File: config.mk
export PLATFORM = sky130hd
export DESIGN_NAME = pbit_state_histogram
export DESIGN_NICKNAME = d
export VERILOG_FILES = /design/src/rtl/pbit_state_histogram.sv
export SDC_FILE = /design/constraint.sdc
export NUM_CORES = 1
export LEC_CHECK = 0
export ABC_CLOCK_PERIOD_IN_PS = 4400
export BUFFER_PORTS_ARGS = -buffer_cell sky130_fd_sc_hd__buf_2
export CAP_MARGIN = 20
export CORE_MARGIN = 8
export CORE_UTILIZATION = 55
export DETAILED_ROUTE_END_ITERATION = 8
export PLACE_DENSITY_LB_ADDON = 0.1
export SETUP_SLACK_MARGIN = 0.05
export SYNTH_ARGS = -nofsm -noshare
export SYNTH_HDL_FRONTEND = slang
export SYNTH_SLANG_ARGS = --single-unit
File: constraint.sdc
create_clock -name CLK -period 4.4 [get_ports CLK]
set_input_delay 0.66 -clock CLK [delete_from_list [all_inputs] [get_ports CLK]]
set_output_delay 0.66 -clock CLK [all_outputs]
set_load 0.01 [all_outputs]
File: src/rtl/pbit_state_histogram.sv
// pbit_state_histogram
//   Samples the p-bit network state {out3,out2,out1} on a strobe, counts how often each of the
//   2**NBITS states occurs over a window of NUM_SAMPLES strobes, then streams the bin counts out
//   over a valid/ready interface (bin 0 first, one bin per cycle at most).
//
// Ports
//   CLK         system clock, posedge
//   RST         asynchronous reset, active-high
//   start       clear all bins and open a window (honoured only when idle)
//   abort       return to idle next cycle from any state; bins keep their values
//   sample_en   sample strobe, captures state_in while accumulating
//   state_in    p-bit outputs, same clock domain
//   busy        high while accumulating or draining
//   sample_cnt  samples taken in the current window
//   hist_valid  bin data valid (drain only)
//   hist_ready  consumer accepts the presented bin
//   hist_bin    index of the presented bin
//   hist_count  count of the presented bin
//   done        one-cycle pulse after the last bin is accepted
module pbit_state_histogram #(
  parameter int unsigned NBITS       = 3,
  parameter int unsigned CNT_W       = 16,
  parameter int unsigned NUM_SAMPLES = 1024,
  parameter int unsigned SCNT_W      = 11
) (
  input  logic              CLK,
  input  logic              RST,
  input  logic              start,
  input  logic              abort,
  input  logic              sample_en,
  input  logic [NBITS-1:0]  state_in,
  output logic              busy,
  output logic [SCNT_W-1:0] sample_cnt,
  output logic              hist_valid,
  input  logic              hist_ready,
  output logic [NBITS-1:0]  hist_bin,
  output logic [CNT_W-1:0]  hist_count,
  output logic              done
);

  localparam int unsigned       NumBins    = 2 ** NBITS;
  localparam logic [CNT_W-1:0]  CntMax     = '1;
  localparam logic [SCNT_W-1:0] LastSample = SCNT_W'(NUM_SAMPLES);
  localparam logic [NBITS-1:0]  LastIdx    = NBITS'(NumBins - 1);

  typedef enum logic [1:0] {StIdle, StAccum, StDrain} state_e;

  state_e            state_q, state_d;
  logic [CNT_W-1:0]  bins_q [NumBins];
  logic [CNT_W-1:0]  bins_d [NumBins];
  logic [SCNT_W-1:0] scnt_q, scnt_d;
  logic [NBITS-1:0]  idx_q, idx_d;
  logic              done_q, done_d;

  always_comb begin
    state_d = state_q;
    bins_d  = bins_q;
    scnt_d  = scnt_q;
    idx_d   = idx_q;
    done_d  = 1'b0;
    // abort beats start, the final sample and the final accept alike
    if (abort) begin
      state_d = StIdle;
    end else begin
      unique case (state_q)
        StIdle: begin
          if (start) begin
            for (int i = 0; i < int'(NumBins); i++) bins_d[i] = '0;
            scnt_d  = '0;
            idx_d   = '0;
            state_d = StAccum;
          end
        end
        StAccum: begin
          if (sample_en) begin
            if (bins_q[state_in] != CntMax) bins_d[state_in] = bins_q[state_in] + 1'b1;
            scnt_d = scnt_q + 1'b1;
            if (scnt_d == LastSample) begin
              state_d = StDrain;
              idx_d   = '0;
            end
          end
        end
        StDrain: begin
          if (hist_ready) begin
            idx_d = idx_q + 1'b1;
            if (idx_q == LastIdx) begin
              state_d = StIdle;
              done_d  = 1'b1;
            end
          end
        end
        default: state_d = StIdle;
      endcase
    end
  end

  always_ff @(posedge CLK or posedge RST) begin
    if (RST) begin
      state_q <= StIdle;
      for (int i = 0; i < int'(NumBins); i++) bins_q[i] <= '0;
      scnt_q  <= '0;
      idx_q   <= '0;
      done_q  <= 1'b0;
    end else begin
      state_q <= state_d;
      bins_q  <= bins_d;
      scnt_q  <= scnt_d;
      idx_q   <= idx_d;
      done_q  <= done_d;
    end
  end

  // Bin outputs come straight from registers, so they hold steady while the consumer stalls.
  assign busy       = (state_q != StIdle);
  assign hist_valid = (state_q == StDrain);
  assign hist_bin   = hist_valid ? idx_q : '0;
  assign hist_count = hist_valid ? bins_q[idx_q] : '0;
  assign sample_cnt = scnt_q;
  assign done       = done_q;

endmodule
**Word-level counts from Yosys, hierarchy flattened**

Cells that the tools add are included.
W data, S select, Z words.

- Output and inout bits: 33
- Logic and storage cells: 79
- Input port bits: 9
- Register bits: 145

- Eq/ne operators: 15
- Add/subtract/negate cells: 3
- Reductions and logical operators: 9
- Bitwise logic cells: 3
- Muxes and demuxes: 34
- Magnitude comparators: 3

Operators by type and width:

| operator | number |
|---|---|
| $mux W128 | 3 |
| $pmux W128 S2 | 1 |
| $bwmux W128 | 1 |
| $bmux W16 S3 | 2 |
| $mux W16 | 6 |
| $demux W16 S3 | 1 |
| $mux W11 | 2 |
| $pmux W11 S2 | 1 |
| $add A16 B1 Y16 const B | 1 |
| $ne A16 B16 Y1 const B | 1 |
| $mux W3 | 5 |
| $mux W2 | 6 |
| $add A11 B1 Y11 const B | 1 |
| $eq A11 B11 Y1 const B | 1 |
| $reduce_and A5 Y1 | 2 |
| $ne A3 B3 Y1 const B | 3 |
| $pmux W3 S3 | 1 |
| $ge A4 B4 Y1 const B | 2 |
| $ne A2 B2 Y1 const B | 4 |
| $not A3 Y4 | 2 |
| $ne A3 B2 Y1 const B | 2 |
| $pmux W2 S3 | 1 |
| $reduce_and A6 Y1 | 1 |
| $lt A4 B1 Y1 const B | 1 |
| 12 further kinds | 16 |

**Logic depth before layout (Yosys ltp)**

Gate-level depths: netlist (run 1).

- Depth after elaboration: 9
- Gate-level depth with buffers: 15
- Depth with buffers taken out: 10

**Least setup slack after synthesis (run 1)**

Ideal clock, no wire load.

- Path type: input to register
- Start: in state_in[2]
- End: reg bins_q[56] in the netlist's numbering
- Data required time: 4.262 ns
- Setup time: 0.138 ns
- Arrival: 3.211 ns
- Stages: 15
- Slack: 1.051 ns
- Path buffers: 5
- Cell sequence: buf_2 buf_2 buf_2 mux4_2 nand2_1 nand2_2 ha_1 o41ai_1 nor4_4 nand2_2 or4_1 buf_6 nand3_1 buf_2 o2bb2ai_1

- Word-level cells in the longest chain between the ends: 9
- Elaborated cells on any way between the ends: 17
- Classes of those cells: 1 x add/sub; 2 x order compare; 2 x eq/ne; 9 x mux; 1 x bitwise; 2 x reduce/logical

RTL lines:

| item | line | source |
|---|---|---|
| start, declared | 31 | `input logic [NBITS-1:0] state_in,` |
| $not A3 Y4 (implied by the code) * | 76 | `if (bins_q[state_in] != CntMax) bins_d[state_in] = bins_q[state_in] + 1'b1;` |
| $bmux W16 S3, or another cell as far along | 76 |  |
| $mux W16 (implied by the code) / $logic_and A1 B1 Y1 (equally long branches) | 76 |  |
| $mux W16 (implied by the code) | 76 |  |
| $add A16 B1 Y16 / $demux W16 S3 (equally long branches) | 76 |  |
| $bwmux W128 | 76 |  |
| $mux W128 | 76 |  |
| $mux W128 | 75 | `if (sample_en) begin` |
| $pmux W128 S2 | 65 | `unique case (state_q)` |
| end signal, assigned | 107 | `bins_q <= bins_d;` |
| end, declared | 49 | `logic [CNT_W-1:0] bins_q [NumBins];` |

Mark *: on every way between the ends. The rest lies on a longest branch, timed or not. The select of a mux whose other input is x is not followed.
A chain may end at the register's enable or synchronous reset.

**Worst setup path in the final report (run 1)**

- Start: in state_in[0]
- End: reg bins_q[19] in the netlist's numbering

Same word-level chain as after synthesis.

==> results of run 1 <==
worst max-delay path: stages:
cell and delay (ns):
buf_2 0.49, buf_4 0.39, mux2_2 0.38, a221o_1 0.34, a21oi_1 0.32, nor3_2 0.13
nand3b_1 0.16, nor3_1 0.07, buf_4 0.20, or3_1 0.69, o2bb2ai_1 0.27
worst max path at each step:
| stage | start | end | slack, ns | depth (start not counted) |
|---|---|---|---|---|
| 6_report | state_in[0] | bins_q[19]$_DFFE_PP0P_ | 0.62 | 11 |
| 5_1_grt | state_in[0] | bins_q[26]$_DFFE_PP0P_ | 0.46 | 11 |
| 4_1_cts | state_in[0] | bins_q[19]$_DFFE_PP0P_ | 0.70 | 11 |
| 3_5_place_dp | state_in[0] | bins_q[120]$_DFFE_PP0P_ | 0.25 | 11 |
| 3_3_place_gp | state_in[0] | bins_q[25]$_DFFE_PP0P_ | 0.35 | 11 |
| 2_1_floorplan | state_in[2] | bins_q[56]$_DFFE_PP0P_ | 1.05 | 15 |
Yosys cell counts (all sizes together), types with 5 or more instances:
| cell type | number |
|---|---|
| dfrtp | 145 |
| o2bb2ai | 102 |
| mux4 | 46 |
| mux2i | 43 |
| nand2 | 40 |
| nor2 | 37 |
| buf | 35 |
| a22o | 28 |
| clkbuf | 15 |
| a21oi | 13 |
| nor3 | 13 |
| o21ai | 13 |
| nand3 | 9 |
| nand2b | 8 |
| or3 | 8 |
| xnor2 | 8 |
| nor2b | 7 |
| and2 | 6 |
| mux2 | 6 |
| nand3b | 6 |
| a32o | 5 |
| inv | 5 |
| o211ai | 5 |
| or2 | 5 |
| xor2 | 5 |
metrics by stage:
| stage | setup WS, ns | hold slack (ns) | cells |
|---|---|---|---|
| floorplan | 1.05 | 0.465 | 663 |
| global placement | 0.353 | 0.483 | 863 |
| detailed placement | 0.252 | 0.491 | 863 |
| CTS | 0.704 | 0.442 | 893 |
| global route | 0.463 | 0.463 | 893 |
| finish | 0.621 | 0.459 | 893 |
final cells by class:
class                   count  area, um^2
clock buffers              20         457
repair buffers             66         405
clock inverters            10         184
inverters                   5        22.5
multi-input cells         463        4160
fillers                  1130        5390
well taps                 184         230
flip-flops and latches    145        3630
per-layer routing:
metal / wire, um / vias to the layer above / global-route usage [%]
met5: 0 / - / 0
met4: 602 / 0 / 10.1
met3: 2230 / 60 / 6.86
met2: 11200 / 332 / 39.8
met1: 10100 / 3268 / 38.0
li1: - / 2690 / -
power groups by stage:
| stage | Combinational (mW) | Sequential, mW | Clock (mW) |
|---|---|---|---|
| 2_1_floorplan | 0.251 | 1.40 | 0 |
| 3_3_place_gp | 0.315 | 1.42 | 0 |
| 3_5_place_dp | 0.320 | 1.42 | 0 |
| 4_1_cts | 0.321 | 1.40 | 1.61 |
| 5_1_grt | 0.347 | 1.40 | 1.66 |
| 6_report | 0.323 | 1.40 | 1.59 |
kinds of logic (layout without fill, tap and decap cells):
group / count (synthesis) / count (layout) / share of synthesized area (%)
AOI/OAI and AO/OA: 194 / 194 / 19.7
and+or+nand+nor: 157 / 157 / 10.6
DFF: 145 / 145 / 44.6
muxes: 95 / 95 / 18.9
buffers and inverters: 55 / 101 / 4.13
xor gates and xnor gates: 13 / 13 / 1.40
adders and majority gates: 4 / 4 / 0.616
flip-flops by register name (all words and copies together), names as in the netlist:
register	flops
bins_q	128
idx_q	3
state_q	2
sample_cnt	11
done	1
==> metrics.md, run 1 <==
| Metric | Value |
|---|---|
| Status | `complete, no violations` |
| Clk slew on worst S/H paths | `0.06 ns` |
| LEAKAGE | `3.81 nW` |
| Clk_skew | `0.00990 ns` |
| Clk network pwr share | `48.0%` |
| WP data arrival | `4.12 ns` |
| Iter 0 DRT Violations | `662` |
| Peak VDD IR | `0.000317 V` |
| GRT Residual Overflow | `0` |
| Clk buf depth | `2` |
| Hold Violations, Final | `0` |
| Switching power | `822 uW` |
| Buffers on Ports | `41` |
| Chip width | `138 um` |
| Placed Area | `8450 um^2` |
| Worst EP required | `4.74 ns` |
| Fmax | `265 MHz` |
| Seq cells post-synth | `145` |
| Post-route minimum period | `3.78 ns` |
| Internal | `2.49 mW` |
| Worst R2R Start | `state_q[0]$_DFFE_PP0P_` |
| CTS tree | `built` |
| # diodes | `0` |
| Worst Setup Start Kind | `input pin` |
| Hold_sp | `abort` |
| Synth top area cells | `dfrtp_1, mux4_2, o2bb2ai_1` |
| Starting Density | `56.1%` |
| Antenna viol nets, final | `0` |
| Row cnt | `44` |
| Worst min path class | `input pin to flop` |
| Max cap viols | `0` |
| Count of different cell masters after synthesis | `60` |
| Wirelength per Cell | `27.1 um` |
| Final setup violating endpoints | `0` |
| Worst-Skew Late Latency | `0.43 ns` |
| Post-layout instance area | `9090 um^2` |
| Min-Delay Endpoint | `state_q[1]$_DFFE_PP0P_` |
| Commonest non-fill, non-tap cell in the layout | `dfrtp_1` |
| Flop-to-flop setup slack | `1.16 ns` |
| Share of power burned in registers | `42.2%` |
| Final TNS setup | `0 ns` |
| Final Max Slew Viols | `0` |
| Layout cells sized above 1 | `23.7%` |
| Setup crit end kind | `flop` |
| Full die area | `18,900 um^2` |
| Util after Layout | `62.8%` |
| Post-synth EDFFs | `0` |
| Synth warn | `0` |
| Unrepaired setup endpoints after global routing | `false` |
| Crit-path max FO | `20` |
| Combinational share of power | `9.8%` |
| Clk sink count | `145` |
| Measured slew at the worst slew-check pin | `0.960 ns` |
| Largest net degree at the start of global routing | `146` |
| CTS HTree Levels | `4` |
| GRT Overall Usage | `27.1%` |
| Main synth FF type | `dfrtp_1` |
| Switching Fraction | `24.8%` |
| DR pass1 iterations | `5` |
| Reg-to-reg endpoint | `bins_q[19]$_DFFE_PP0P_` |
| Reg2reg path depth | `6` |
| Remaining DRCs | `0` |
| Ys async rst share | `100%` |
| Vias in the first global route | `6,473` |
| Gpl congestion | `0.877` |
| Root buffer cell | `clkbuf_16` |
| Post-synth top area share | `44.6%` |
| Initial antenna violation count | `0` |
| HPWL Detailed | `15.6 mm` |
| Power Total | `3.31 mW` |
| PostCTS Resize Cnt | `0` |
| Syn_nets | `676` |
| Syn_area_per_cell | `12.3 um^2` |
| Layout area overhead | `11.9%` |
| Mapped Area | `8130 um^2` |
| Post-route clock period utilization | `85.9%` |
| Setup Fix Bufs, Post-CTS | `0` |
| Core area | `14,500 um^2` |
| Via count | `6,350` |
| Synth Instances | `663` |
| Commonest non-fill, non-tap cells in the layout | `dfrtp_1, o2bb2ai_1, mux4_2, mux2i_1, buf_2` |
| First-pass GRT wire length | `38.5 mm` |
| Die height | `138 um` |
| Total CTS buffers | `17` |
| WL final | `24.2 mm` |
| Vias per cell | `7.11` |
| I/O Pins | `42` |
| Hold depth | `2` |
| Max-slew headroom | `36.0%` |
| Pwr per Cell Area | `364 nW/um^2` |
| Cell taking the most area after synthesis | `dfrtp_1` |
| Seq/Total Area, Yosys | `44.6%` |
| Cts hold-fix bufs | `0` |
| Kind of critical path | `input pin to flop` |
| Nets | `711` |
Power figures use the tool's default switching activity.
==> run 2: changes to the inputs <==
- ABC_CLOCK_PERIOD_IN_PS: 4400 -> 3400
- CELL_PAD_IN_SITES_DETAIL_PLACEMENT: not set -> 1
- CELL_PAD_IN_SITES_GLOBAL_PLACEMENT: not set -> 1
- CORE_UTILIZATION: 55 -> 46
- SLEW_MARGIN: not set -> 20
- clock period: 4.4 -> 3.4 ns (I/O delays scaled with it)
==> run 2 against run 1 <==
  * Cell count grew 12%
  * Worst hold slack got worse by 0.16 ns
  * Largest cell class unchanged
  * Critical path depth fell by 1
  * Combinational power up 76%
  * Largest power group unchanged
  * Highest routed layer unchanged
  * Global-route usage hardly changed
==> metrics.md, run 2 (synthesis results as in run 1) <==
| Metric | Value |
|---|---|
| Final setup violating endpoints | `0` |
| Peak VDD IR | `0.000424 V` |
| Clk slew on worst S/H paths | `0.06 ns` |
| GRT Residual Overflow | `0` |
| HPWL Detailed | `19.4 mm` |
| Vias per cell | `6.69` |
| Layout cells sized above 1 | `30.4%` |
| Util after Layout | `57.2%` |
| Worst Setup Start Kind | `input pin` |
| Crit-path max FO | `15` |
| Commonest non-fill, non-tap cell in the layout | `dfrtp_1` |
| Post-route clock period utilization | `91.8%` |
| Final TNS setup | `0 ns` |
| Gpl congestion | `0.933` |
| Unrepaired setup endpoints after global routing | `false` |
| First-pass GRT wire length | `45.0 mm` |
| Measured slew at the worst slew-check pin | `0.931 ns` |
| Core area | `17,300 um^2` |
| Post-route minimum period | `3.12 ns` |
| Clk buf depth | `2` |
| Starting Density | `47.0%` |
| # diodes | `0` |
| Clk_skew | `0.0143 ns` |
| Final setup margin | `0.279 ns` |
| Status | `complete, no violations` |
| Commonest non-fill, non-tap cells in the layout | `dfrtp_1, o2bb2ai_1, buf_4, mux4_2, mux2i_1` |
| Nets | `776` |
| Worst EP required | `3.77 ns` |
| Antenna viol nets, final | `0` |
| Combinational share of power | `12.8%` |
| Fill cells | `1,782` |
| Kind of critical path | `input pin to flop` |
| Max cap viols | `0` |
| Clk sink count | `145` |
| Hold Violations, Final | `0` |
| Internal | `3.28 mW` |
| Clk network pwr share | `46.8%` |
| Switching Fraction | `26.2%` |
| Total CTS buffers | `17` |
| Top reg by flops | `bins_q` |
| Root buffer cell | `clkbuf_16` |
| Max reg flops | `128` |
| Largest net degree at the start of global routing | `146` |
| Full die area | `22,200 um^2` |
| Iter 0 DRT Violations | `455` |
| Remaining DRCs | `0` |
| Pwr per Cell Area | `450 nW/um^2` |
| Via count | `6,701` |
| Setup crit end kind | `flop` |
| Die height | `149 um` |
| Initial antenna violation count | `0` |
| Buffers on Ports | `41` |
| WL final | `28.8 mm` |
| Switching power | `1.17 mW` |
| Worst-Skew Late Latency | `0.44 ns` |
| Final Max Slew Viols | `0` |
| Wirelength per Cell | `28.8 um` |
| Layout area overhead | `21.7%` |
| Chip width | `149 um` |
| Worst min path class | `input pin to async pin` |
| Cts hold-fix bufs | `0` |
| Share of power burned in registers | `40.4%` |
| Row cnt | `48` |
| CTS tree | `built` |
| LEAKAGE | `4.24 nW` |
| Pre-CTS WS | `-0.158 ns` |
| WP data arrival | `3.50 ns` |
| I/O Pins | `42` |
| Fmax | `320 MHz` |
| GRT Overall Usage | `27.1%` |
| Setup Fix Bufs, Post-CTS | `0` |
| Vias in the first global route | `7,271` |
| DR pass1 iterations | `5` |
| CTS HTree Levels | `4` |
| Fin Hold WS | `0.295 ns` |
| Max-slew headroom | `38.0%` |
## run 2: cell count changes in the layout (fill, tap and decap cells not counted)
cell / change
o41ai_2: +1
buf_12: +20
buf_4: +45
inv_6: +2
clkbuf_8: -2
clkinv_2: +2
o41ai_1: -1
## run 2: cell type report
class,instances,area [um^2],area share [%]
clock buffer,18,429,4.34
multi-input combinational,463,4170,42.2
tap,225,282,2.85
sequential,145,3630,36.7
clock inverter,14,211,2.14
timing repair buffer,131,1140,11.6
inverter,5,22.5,0.228
## run 2: timing repair
item	4_1_cts	5_1_grt
endpoints found under the hold margin	0	0
resized for setup	0	1
endpoints found under the setup margin	0	6
## run 2: stage by stage
| step | cell area, um^2 | power, mW | instances |
|---|---|---|---|
| 3_5_place_dp | 9240 | 2.39 | 969 |
| 5_1_grt | 9890 | 4.57 | 1001 |
| 3_3_place_gp | 9240 | 2.37 | 969 |
| 6_report | 9890 | 4.45 | 1001 |
| 4_1_cts | 9880 | 4.47 | 1001 |
| 2_1_floorplan | 8130 | 2.13 | 663 |
## run 2: worst paths after layout
check	from	end	slack, ns	cells past startpoint
min in group CLK	abort	state_q[1]$_DFFE_PP0P_	0.30	2
setup / recovery	state_in[0]	bins_q[109]$_DFFE_PP0P_	0.28	10
hold / removal	RST	bins_q[100]$_DFFE_PP0P_	0.30	3
hold reg to reg	bins_q[5]$_DFFE_PP0P_	bins_q[5]$_DFFE_PP0P_	0.51	1
max in group asynchronous	RST	idx_q[0]$_DFFE_PP0P_	2.48	3
setup reg to reg	bins_q[49]$_DFFE_PP0P_	bins_q[127]$_DFFE_PP0P_	0.57	11
## run 2: per-layer routing
layer	vias up	global-route usage, %	wire [um]
li1	2817	-	-
met1	3535	34.9	12100
met2	277	42.5	13700
met3	72	6.86	2020
met4	0	12.3	933
met5	-	0	0
## run 2: critical path: stages
cell and delay [ns]:
buf_2 0.45, buf_4 0.35, mux2i_1 0.28, nor2_1 0.10
nor4_1 0.40, and3b_1 0.25, nand3_1 0.17, nor4b_2 0.08
xnor2_1 0.65, a22o_1 0.24
## run 2: power by group through the flow
| stage | Clock (mW) | Sequential [mW] | Combinational [mW] |
|---|---|---|---|
| final | 2.08 | 1.80 | 0.569 |
| after floorplan | 0 | 1.81 | 0.325 |
| after global placement | 0 | 1.83 | 0.546 |
| after global routing | 2.17 | 1.80 | 0.597 |
| after CTS | 2.11 | 1.80 | 0.566 |
| after detailed placement | 0 | 1.83 | 0.561 |
==> run 3: changes to the inputs <==
- CAP_MARGIN: 20 -> not set
- CORE_UTILIZATION: 46 -> 47
- CTS_BUF_LIST: not set -> sky130_fd_sc_hd__clkbuf_8
==> run 3 against run 2 <==
  * Routed wire length shrank 3.4%
  * Highest routed layer is now met5
  * Via count shrank 0.28%
  * Sequential share of layout area is 0.56 points higher
  * Global-route usage fell by 0.77 points
  * Setup slack got worse by 0.12 ns
  * Worst hold slack got worse by 0.045 ns
==> metrics.md, run 3 (synthesis results as in run 1) <==
| Metric | Value |
|---|---|
| Clk_skew | `0.00957 ns` |
| GRT Overall Usage | `26.4%` |
| HPWL Detailed | `19.2 mm` |
| Core area | `17,100 um^2` |
| WP data arrival | `3.64 ns` |
| Peak VDD IR | `0.000244 V` |
| Crit-path max FO | `14` |
| Row cnt | `48` |
| Fmax | `309 MHz` |
| LEAKAGE | `4.16 nW` |
| Worst path slowest cell | `xnor2_1` |
| Post-route minimum period | `3.24 ns` |
| Max-slew headroom | `31.3%` |
| CTS HTree Levels | `4` |
| Reg-to-reg endpoint | `bins_q[108]$_DFFE_PP0P_` |
| Vias in the first global route | `7,182` |
| CTS tree | `built` |
| CP bufs+invs | `4` |
| Wirelength per Cell | `27.7 um` |
| Post-layout instance area | `9740 um^2` |
| Util after Layout | `56.9%` |
| CP endpoint | `bins_q[61]$_DFFE_PP0P_` |
| Post-Layout Cell Count | `1,004` |
| CP most frequent cell | `buf_4` |
| GRT Residual Overflow | `0` |
| Worst EP required | `3.80 ns` |
| Antenna viol nets, final | `0` |
| I/O Pins | `42` |
| Hold Violations, Final | `0` |
| Commonest non-fill, non-tap cells in the layout | `dfrtp_1, o2bb2ai_1, buf_4, mux4_2, mux2i_1` |
| # diodes | `0` |
| Max reg flops | `128` |
| Largest net degree at the start of global routing | `146` |
| Post-Place Cells | `972` |
| Gpl congestion | `0.892` |
| Initial antenna violation count | `1` |
| Worst R2R Start | `bins_q[33]$_DFFE_PP0P_` |
| Full die area | `21,800 um^2` |
| Clk slew on worst S/H paths | `0.08 ns` |
| Largest delay share family, worst path | `buffers and inverters` |
| Worst Setup SP | `state_in[0]` |
| Clk buf depth | `2` |
| Status | `complete, no violations` |
| Buffers on Ports | `41` |
| Setup Fix Bufs, Post-CTS | `0` |
| Chip width | `148 um` |
| Area of the multi-input gates | `4170 um^2` |
| Final Max Slew Viols | `0` |
| Total CTS buffers | `17` |
| Via count | `6,682` |
| WL final | `27.8 mm` |
| CP cell instances | `buf_2, buf_12, buf_4, mux4_2, mux2i_1, buf_4, a21oi_1, nand3_1, nor4b_2, xnor2_1, a22o_1` |
| Commonest non-fill, non-tap cell in the layout | `dfrtp_1` |
| Flop-to-flop setup slack | `0.50 ns` |
| Starting Density | `47.5%` |
| Critical path depth in cells | `11` |
| Final setup violating endpoints | `0` |
| Layout cells sized above 1 | `30.8%` |
| Placed Area | `9300 um^2` |
| Nets | `779` |
| Top reg by flops | `bins_q` |
| Max cap viols | `0` |
| First-pass GRT wire length | `43.6 mm` |
| Worst-Skew Late Latency | `0.47 ns` |
| Cts hold-fix bufs | `0` |
| Pwr per Cell Area | `400 nW/um^2` |
| PostCTS Resize Cnt | `0` |
| Worst min path class | `input pin to async pin` |
| DR pass1 iterations | `5` |
| Layout area overhead | `19.9%` |
| Remaining DRCs | `0` |
| Worst Setup Start Kind | `input pin` |
| Measured slew at the worst slew-check pin | `1.02 ns` |
| Max stage delay on crit path | `0.80 ns` |
| Final TNS setup | `0 ns` |
| Clk sink count | `145` |
| Iter 0 DRT Violations | `564` |
| FF/Latch Area | `3630 um^2` |
| Fill cells | `1,764` |
| Kind of critical path | `input pin to flop` |
| Vias per cell | `6.66` |
| Power Total | `3.90 mW` |
| Root buffer cell | `clkbuf_8` |
| Post-route clock period utilization | `95.2%` |
| Setup crit end kind | `flop` |
| Die height | `148 um` |
| Reg2reg path depth | `11` |
| Unrepaired setup endpoints after global routing | `false` |
==> run 3: cell count changes in the layout (fill, tap and decap cells not counted), sizes merged <==
cell,previous run,this run
clkbuf,18,19
buf,131,134
inv,6,5
bufinv,5,4
clkinvlp,3,4
==> run 3: cell type report <==
type | count | share of cell area [%]
Timing Repair Buffer | 134 | 12.2
Inverter | 5 | 0.231
Clock inverter | 13 | 1.89
Sequential cell | 145 | 37.3
Multi-Input combinational cell | 463 | 42.8
Tap cell | 225 | 2.89
Clock buffer | 19 | 2.68
==> run 3: worst min path at each step <==
stage	endpoint	cells after the start
floorplan	bins_q[74]$_DFFE_PP0P_	1
global placement	bins_q[32]$_DFFE_PP0P_	1
detailed placement	bins_q[37]$_DFFE_PP0P_	1
CTS	state_q[1]$_DFFE_PP0P_	2
global route	state_q[1]$_DFFE_PP0P_	2
finish	bins_q[101]$_DFFE_PP0P_	3
==> run 3: layer usage <==
layer / vias up / part of all wire, % / global-route usage, %
li1: 2814 / - / -
met1: 3550 / 43 / 35.3
met2: 263 / 47 / 41.9
met3: 53 / 7.0 / 5.07
met4: 2 / 2.6 / 9.64
met5: - / 0.029 / 0
==> run 3: report_power, final <==
| group | switching [mW] | total, mW | internal [mW] |
|---|---|---|---|
| Sequential | 0.0355 | 1.79 | 1.75 |
| Combinational | 0.340 | 0.572 | 0.232 |
| Clock | 0.703 | 1.54 | 0.838 |
| Total | 1.08 | 3.90 | 2.82 |
==> run 3: through the flow <==
step | setup WS [ns] | hold WS, ns
after floorplan | 0.201 | 0.465
after global placement | -0.322 | 0.483
after detailed placement | -0.225 | 0.495
after CTS | 0.257 | 0.234
after global routing | 0.0910 | 0.252
final | 0.162 | 0.251
==> run 3: worst register-to-register path: stages (launching register included) <==
cell       delay, ns
dfrtp_1         0.41
mux4_2          0.48
mux2_2          0.28
ha_1            0.25
o41ai_2         0.16
nor4_4          0.08
nand2_2         0.13
nor3_1          0.05
buf_4           0.17
or3_1           0.42
buf_4           0.21
o2bb2ai_1       0.17
